--- config.mk ---
export PLATFORM = sky130hd
export DESIGN_NAME = pattern_match_ctrl
export DESIGN_NICKNAME = d
export VERILOG_FILES = /design/src/rtl/pattern_match_pkg.sv /design/src/rtl/pattern_shift_cmp.sv /design/src/rtl/pattern_match_ctrl.sv
export SDC_FILE = /design/constraint.sdc
export NUM_CORES = 1
export LEC_CHECK = 0
export BUFFER_PORTS_ARGS = -buffer_cell sky130_fd_sc_hd__buf_4
export CORE_UTILIZATION = 40
export CTS_BUF_LIST = sky130_fd_sc_hd__clkbuf_8
export CTS_CLUSTER_DIAMETER = 80
export CTS_CLUSTER_SIZE = 8
export DETAILED_ROUTE_END_ITERATION = 8
export RECOVER_POWER = 25
export SETUP_SLACK_MARGIN = 0.15
export SLEW_MARGIN = 20
export SYNTH_ARGS = -nofsm -noshare
export SYNTH_HDL_FRONTEND = slang
export SYNTH_HIERARCHICAL = 1
export SYNTH_SLANG_ARGS = --single-unit
--- constraint.sdc ---
create_clock -name clk -period 3.3 [get_ports clk]
set_clock_uncertainty 0.2 [all_clocks]
set_input_delay 0.33 -clock clk [delete_from_list [all_inputs] [get_ports clk]]
set_output_delay 0.33 -clock clk [all_outputs]
set_load 0.05 [all_outputs]
--- src/rtl/pattern_match_pkg.sv ---
// Shared types and default sizes for the programmable serial-pattern detector.
package pattern_match_pkg;

  localparam int PAT_W_DEF = 4;
  localparam int CNT_W_DEF = 8;

  typedef enum logic [1:0] {
    IDLE = 2'd0,
    RUN  = 2'd1,
    DONE = 2'd2
  } pm_state_t;

endpackage

--- src/rtl/pattern_shift_cmp.sv ---
// Serial history shift register with fill tracking and a length-masked pattern compare.
module pattern_shift_cmp #(
  parameter  int PAT_W = 4,
  localparam int LEN_W = $clog2(PAT_W + 1)
) (
  input  logic             clk,
  input  logic             reset,
  input  logic             clear,
  input  logic             shift_en,
  input  logic             bit_in,
  input  logic [LEN_W-1:0] len,
  input  logic [PAT_W-1:0] pattern,
  output logic             hit
);

  localparam logic [LEN_W:0] ONE = (LEN_W + 1)'(1);

  logic [PAT_W-1:0] hist_q;
  logic [PAT_W-1:0] hist_d;
  logic [LEN_W-1:0] fill_q;
  logic [LEN_W:0]   fill_inc;
  logic [LEN_W:0]   len_ext;
  logic             full_after;
  logic [PAT_W-1:0] mask;

  assign hist_d     = {hist_q[PAT_W-2:0], bit_in};
  assign fill_inc   = {1'b0, fill_q} + ONE;
  assign len_ext    = {1'b0, len};
  assign full_after = (fill_inc >= len_ext);

  always_comb begin
    mask = '0;
    for (int i = 0; i < PAT_W; i++) begin
      mask[i] = (i < int'(len));
    end
  end

  // hit describes the history as it will be after this edge's shift
  assign hit = shift_en && full_after && (((hist_d ^ pattern) & mask) == '0);

  always_ff @(posedge clk) begin
    if (reset || clear) begin
      hist_q <= '0;
      fill_q <= '0;
    end else if (shift_en) begin
      hist_q <= hist_d;
      fill_q <= full_after ? len : fill_inc[LEN_W-1:0];
    end
  end

endmodule

--- src/rtl/pattern_match_ctrl.sv ---
// Programmable overlapping serial-pattern detector with config handshake, match counting and done/ack.
//  state | meaning
//  IDLE  | waiting for a config; last match_count held
//  RUN   | sampling A on a_valid, counting matches toward target
//  DONE  | target reached; count held until done_ack or abort
module pattern_match_ctrl
  import pattern_match_pkg::*;
#(
  parameter  int PAT_W = PAT_W_DEF,
  parameter  int CNT_W = CNT_W_DEF,
  localparam int LEN_W = $clog2(PAT_W + 1)
) (
  input  logic             clk,
  input  logic             reset,
  input  logic             cfg_valid,
  output logic             cfg_ready,
  input  logic [PAT_W-1:0] cfg_pattern,
  input  logic [LEN_W-1:0] cfg_len,
  input  logic [CNT_W-1:0] cfg_target,
  input  logic             A,
  input  logic             a_valid,
  input  logic             abort,
  input  logic             done_ack,
  output logic             match,
  output logic             busy,
  output logic             done,
  output logic [CNT_W-1:0] match_count
);

  localparam logic [LEN_W-1:0] LEN_MIN = LEN_W'(1);
  localparam logic [LEN_W-1:0] LEN_MAX = LEN_W'(PAT_W);
  localparam logic [CNT_W-1:0] CNT_ONE = CNT_W'(1);

  pm_state_t        state_q;
  pm_state_t        state_d;
  logic [PAT_W-1:0] pat_q;
  logic [LEN_W-1:0] len_q;
  logic [CNT_W-1:0] target_q;
  logic [CNT_W-1:0] count_q;
  logic [CNT_W-1:0] count_inc;
  logic [LEN_W-1:0] len_clamped;
  logic             match_q;
  logic             accept;
  logic             shift_en;
  logic             hit;

  assign len_clamped = (cfg_len == '0)     ? LEN_MIN :
                       (cfg_len > LEN_MAX) ? LEN_MAX : cfg_len;

  assign count_inc = count_q + CNT_ONE;
  // abort takes priority over a same-cycle hit, so it also blocks the shift
  assign shift_en  = (state_q == RUN) && a_valid && !abort;

  pattern_shift_cmp #(
    .PAT_W (PAT_W)
  ) u_shift_cmp (
    .clk      (clk),
    .reset    (reset),
    .clear    (accept),
    .shift_en (shift_en),
    .bit_in   (A),
    .len      (len_q),
    .pattern  (pat_q),
    .hit      (hit)
  );

  always_comb begin
    state_d = state_q;
    accept  = 1'b0;
    case (state_q)
      IDLE: begin
        if (cfg_valid) begin
          accept  = 1'b1;
          state_d = (cfg_target == '0) ? DONE : RUN;
        end
      end
      RUN: begin
        if (abort) begin
          state_d = IDLE;
        end else if (hit && (count_inc == target_q)) begin
          state_d = DONE;
        end
      end
      DONE: begin
        if (done_ack || abort) begin
          state_d = IDLE;
        end
      end
      default: state_d = IDLE;
    endcase
  end

  always_ff @(posedge clk) begin
    if (reset) begin
      state_q  <= IDLE;
      match_q  <= 1'b0;
      count_q  <= '0;
      pat_q    <= '0;
      len_q    <= LEN_MIN;
      target_q <= '0;
    end else begin
      state_q <= state_d;
      match_q <= hit;
      if (accept) begin
        pat_q    <= cfg_pattern;
        len_q    <= len_clamped;
        target_q <= cfg_target;
        count_q  <= '0;
      end else if (hit) begin
        count_q <= count_inc;
      end
    end
  end

  assign cfg_ready   = (state_q == IDLE);
  assign busy        = (state_q == RUN);
  assign done        = (state_q == DONE);
  assign match       = match_q;
  assign match_count = count_q;

endmodule
==> summary by stage <==
Final layout
The sequential cell area in the final layout is roughly 640 sq um. The final design area excluding fillers is 0.00203 sq mm. The multi-input combinational cells in the finished layout cover a total of around 970 sq um.

The final layout contains around 270 nets. The filler cell count is 420. The repair_antennas step left the layout with diodes totalling 0. At the end of the flow the core is filled with cells to 50.3%. For this run, the number of standard cells in the final layout without fillers is approximately 290.

The share of layout cells above drive strength 1 is approximately 16%. The synthesis-to-finish area growth is 20.6%.

Routing
The detailed router used layers up to and including met4. The wire length on met2 is between 1500 and 2000 um. After detailed routing, the average wire length per cell comes to between 10 and 15 um. The starting DRC count in detailed routing is 76. The detailed router put a total of between 1500 and 2000 um of wire on met1. The wire length on met3 is around 170 um. After detailed routing, the number of vias per cell comes to between 5 and 6. The first-pass iteration count of the detailed router is 5. After detailed routing, the total wire length is 3670 um. The number of remaining DRC errors is 0. The final route contains between 1000 and 1500 vias. The detail route stage leaves a number of antenna-violating nets equal to 0.

Logic synthesis
The number of nets handed over by synthesis was approximately 240. The number of synthesized flops with an enable pin is 0. Sequential elements use about two fifths of the synthesized area. The predominant post-synthesis flop cell is dfxtp_1. The synthesized area per cell is 8.08 sq um.

The fraction of registers with async set or reset after synthesis is 0%. After synthesis the cells add up to 0.00168 sq mm. The number of instances in the synthesized netlist is ~210. The post-synthesis cell type count is 41. The synthesized design contains 32 register bits. The number of warnings reported in the yosys synthesis log is 6.

STA
The setup TNS after final layout is 0 ns. The tightest slew margin relative to the limit is about 60%. The maximum achievable frequency is 375 MHz. Setup violations remaining at the end of the flow were counted as 0. Setup repair after global routing left no endpoint under its margin.

The slew at the pin closest to its max-slew limit is roughly 0.61 ns. The number of pins with negative max-slew slack in the final report is 0. The clock period minus final worst setup slack is roughly 2.7 ns. The post-route clock period utilization is between 80% and 90%.

The hold violation count in the final report is 0.

Worst setup path
The end point of the critical path is state_q[0]. The number of cells on the worst reg-to-reg path is 11. The number of buffer and inverter stages on the critical path is 0.

The worst setup path is captured at a register. The cell that appears most often on the critical path is ha_1. The critical path's slowest cell is dfxtp_1. The category of cells accounting for the largest share of critical-path delay is compound AO/OA/AOI/OAI gates. The largest stage delay on the critical path is 0.34 ns. The reg-to-reg critical path endpoint is state_q[0]. The startpoint of the most critical register-to-register path is u_shift_cmp/fill_q[0]. The endpoint arrival time on the critical path is ~2.6 ns. The nature of the critical path startpoint is a register.

The startpoint-to-endpoint class of the critical path is register to register. The required arrival time at the worst endpoint is around 3.3 ns. Tracing the worst setup path back leads to its startpoint at u_shift_cmp/fill_q[0]. The maximum fanout along the worst path is 5. The path length in cells of the critical path is 11. The reg2reg setup slack is ~0.64 ns. Walking the worst path, the cells encountered are ha_1 > xor2_1 > ha_1 > o21ai_0 > o21ai_2 > o2111ai_1 > nor2_1 > nand3_1 > nor3_1 > nand2_1 > o31a_1.

Placed design
At the end of routability-driven placement, the weighted congestion stood at a little under 0.8. Summed over all nets, the half-perimeter wirelength after detailed placement is between 2000 and 3000 um. The number of buffers inserted by port buffering is 33.

After detailed placement, the design holds a cell count of roughly 280. The placed instances occupy a cell area of around 0.002 sq mm.

Floorplan
The standard-cell row count is 23. Pin placement for this block handled 34 I/O pins. From bottom edge to top edge, the die measures ~67 um. The initial utilization of the core area, before any placement, comes to 41.7%. The core region is ~0.0040 sq mm. The die boundary width is around 67 um. The die area is around 0.0045 sq mm.

CTS
Gates resized during post-CTS repair numbered 0. The count of hold buffers inserted by post-cts repair is 0. Clock latency on the worst-skew pair, taken at its later pin, is 0.29 ns. The clock-pin slew on the worst setup and hold paths is 0.06 ns.

The clock tree from TritonCTS is done. The maximum number of buffers from clock root to sink is 2. Buffers inserted during clock tree synthesis total 5. The number of sinks handled by clock tree synthesis is 32. The H-tree generated during clock tree synthesis spans 2 levels. The buffer type at the clock tree root is clkbuf_8. In this run the post-CTS setup repair buffer count came out at 0.

Hold path
The source of the worst hold timing path is cfg_pattern[3]. The worst hold path belongs to the class input port to register.

Run status
The flow ran to the end, and the final reports show no timing, DRC or antenna violations.

Global routing
The largest net degree at the start of global routing is 23. The leftover overflow at the end of global routing is 0. The number of antenna violations at the first check in global routing is 0. The first global-routing pass estimated roughly 6100 um of wire. The global-route total usage across every layer is a little under a fifth. The number of global-route vias before repair is 1356.

Power
The power per standard cell area is around 460 mW/mm^2. For this design the static power due to leakage is ~0.82 nW. VDD sags by at most roughly 0.26 mV.

Run
Across the run, the number of max-cap violations was 0.
[sequential cells by signal, summed over array words and instances (netlist names)]
signal and flops:
u_shift_cmp/hist_q 3, state_q 2, match_count 8, u_shift_cmp/fill_q 3
pat_q 4, target_q 8, len_q 3, match 1
[layout by cell type (no fill, tap or decap), types with 2 or more instances in the layout]
cell type / instances
a21oi_1: 19
and3_1: 2
nor3_1: 8
xnor2_1: 11
nand3b_1: 2
ha_1: 5
o31a_1: 2
nand3_1: 4
xor2_1: 10
nand2_1: 38
o211ai_1: 2
o21ai_1: 2
inv_1: 8
dfxtp_1: 32
nor4_1: 2
nand4_1: 2
o21ai_0: 5
mux2i_1: 7
buf_4: 28
nor2_1: 17
nand2b_1: 2
clkbuf_1: 7
nor2b_1: 4
clkbuf_8: 6
a31oi_1: 2
[layer usage]
| layer | up-vias | track usage [%] |
|---|---|---|
| met5 | - | 0 |
| met4 | 0 | 8.78 |
| met3 | 4 | 5.14 |
| met2 | 33 | 28.3 |
| met1 | 663 | 23.9 |
| li1 | 775 | - |
[cells in the mapped netlist, types with 4 or more instances]
cell / n / area share [%]
nand2_1: 38 / 8.5
dfxtp_1: 32 / 38
a21oi_1: 19 / 5.7
nor2_1: 17 / 3.8
xnor2_1: 11 / 5.7
xor2_1: 10 / 5.2
nor3_1: 8 / 2.4
mux2i_1: 7 / 4.2
clkbuf_1: 6 / 1.3
ha_1: 5 / 3.7
inv_1: 5 / 1.1
nor2b_1: 5 / 1.9
o21ai_0: 5 / 1.5
nand3_1: 4 / 1.2
[cell type report]
cell class | count | area share (%)
inverters | 6 | 1.11
well taps | 50 | 3.09
repair buffers | 35 | 11.7
multi-input cells | 161 | 48.1
flip-flops and latches | 32 | 31.6
clock inverters | 2 | 0.371
clock buffers | 6 | 4.08
[power by group]
part           switching (W)  leakage (nW)  internal [W]  total [W]
Combinational       0.000122         0.507     0.0000835   0.000205
Clock               0.000140        0.0538      0.000164   0.000304
Sequential         0.0000223         0.261      0.000410   0.000432
[worst min-delay path, delay by kind of cell]
family          cells  cell delay (ns)
simple gates        1             0.04
compound gates      1             0.05
buf+inv             1             0.11
[cell families (layout without fill, tap and decap cells)]
family,count (synthesis),count (layout),share of synthesized area [%]
flops,32,32,38.1
fa+ha+maj,5,5,3.72
buf+inv,15,49,4.09
simple gates,90,90,25.5
mux,7,7,4.17
compound gates,38,38,13.4
xor+xnor,21,21,10.9
[worst min-delay path by stage]
| stage | depth (start not counted) | slack [ns] | to |
|---|---|---|---|
| 6_report | 3 | 0.09 | pat_q[3] |
| 5_1_grt | 3 | 0.1 | pat_q[3] |
| 4_1_cts | 3 | 0.09 | pat_q[0] |
| 3_5_place_dp | 2 | 0.26 | target_q[6] |
| 3_3_place_gp | 2 | 0.26 | target_q[6] |
| 2_1_floorplan | 1 | 0.21 | u_shift_cmp/hist_q[0] |
[stage by stage]
stage          setup WS (ns)  power [W]  hold WS, ns
6_report               0.636   0.000941       0.0920
5_1_grt                0.455   0.000992       0.0982
4_1_cts                0.653   0.000951       0.0854
3_5_place_dp           0.670   0.000648        0.261
3_3_place_gp           0.722   0.000648        0.260
2_1_floorplan          0.393   0.000581        0.207
Power figures use the tool's default switching activity.
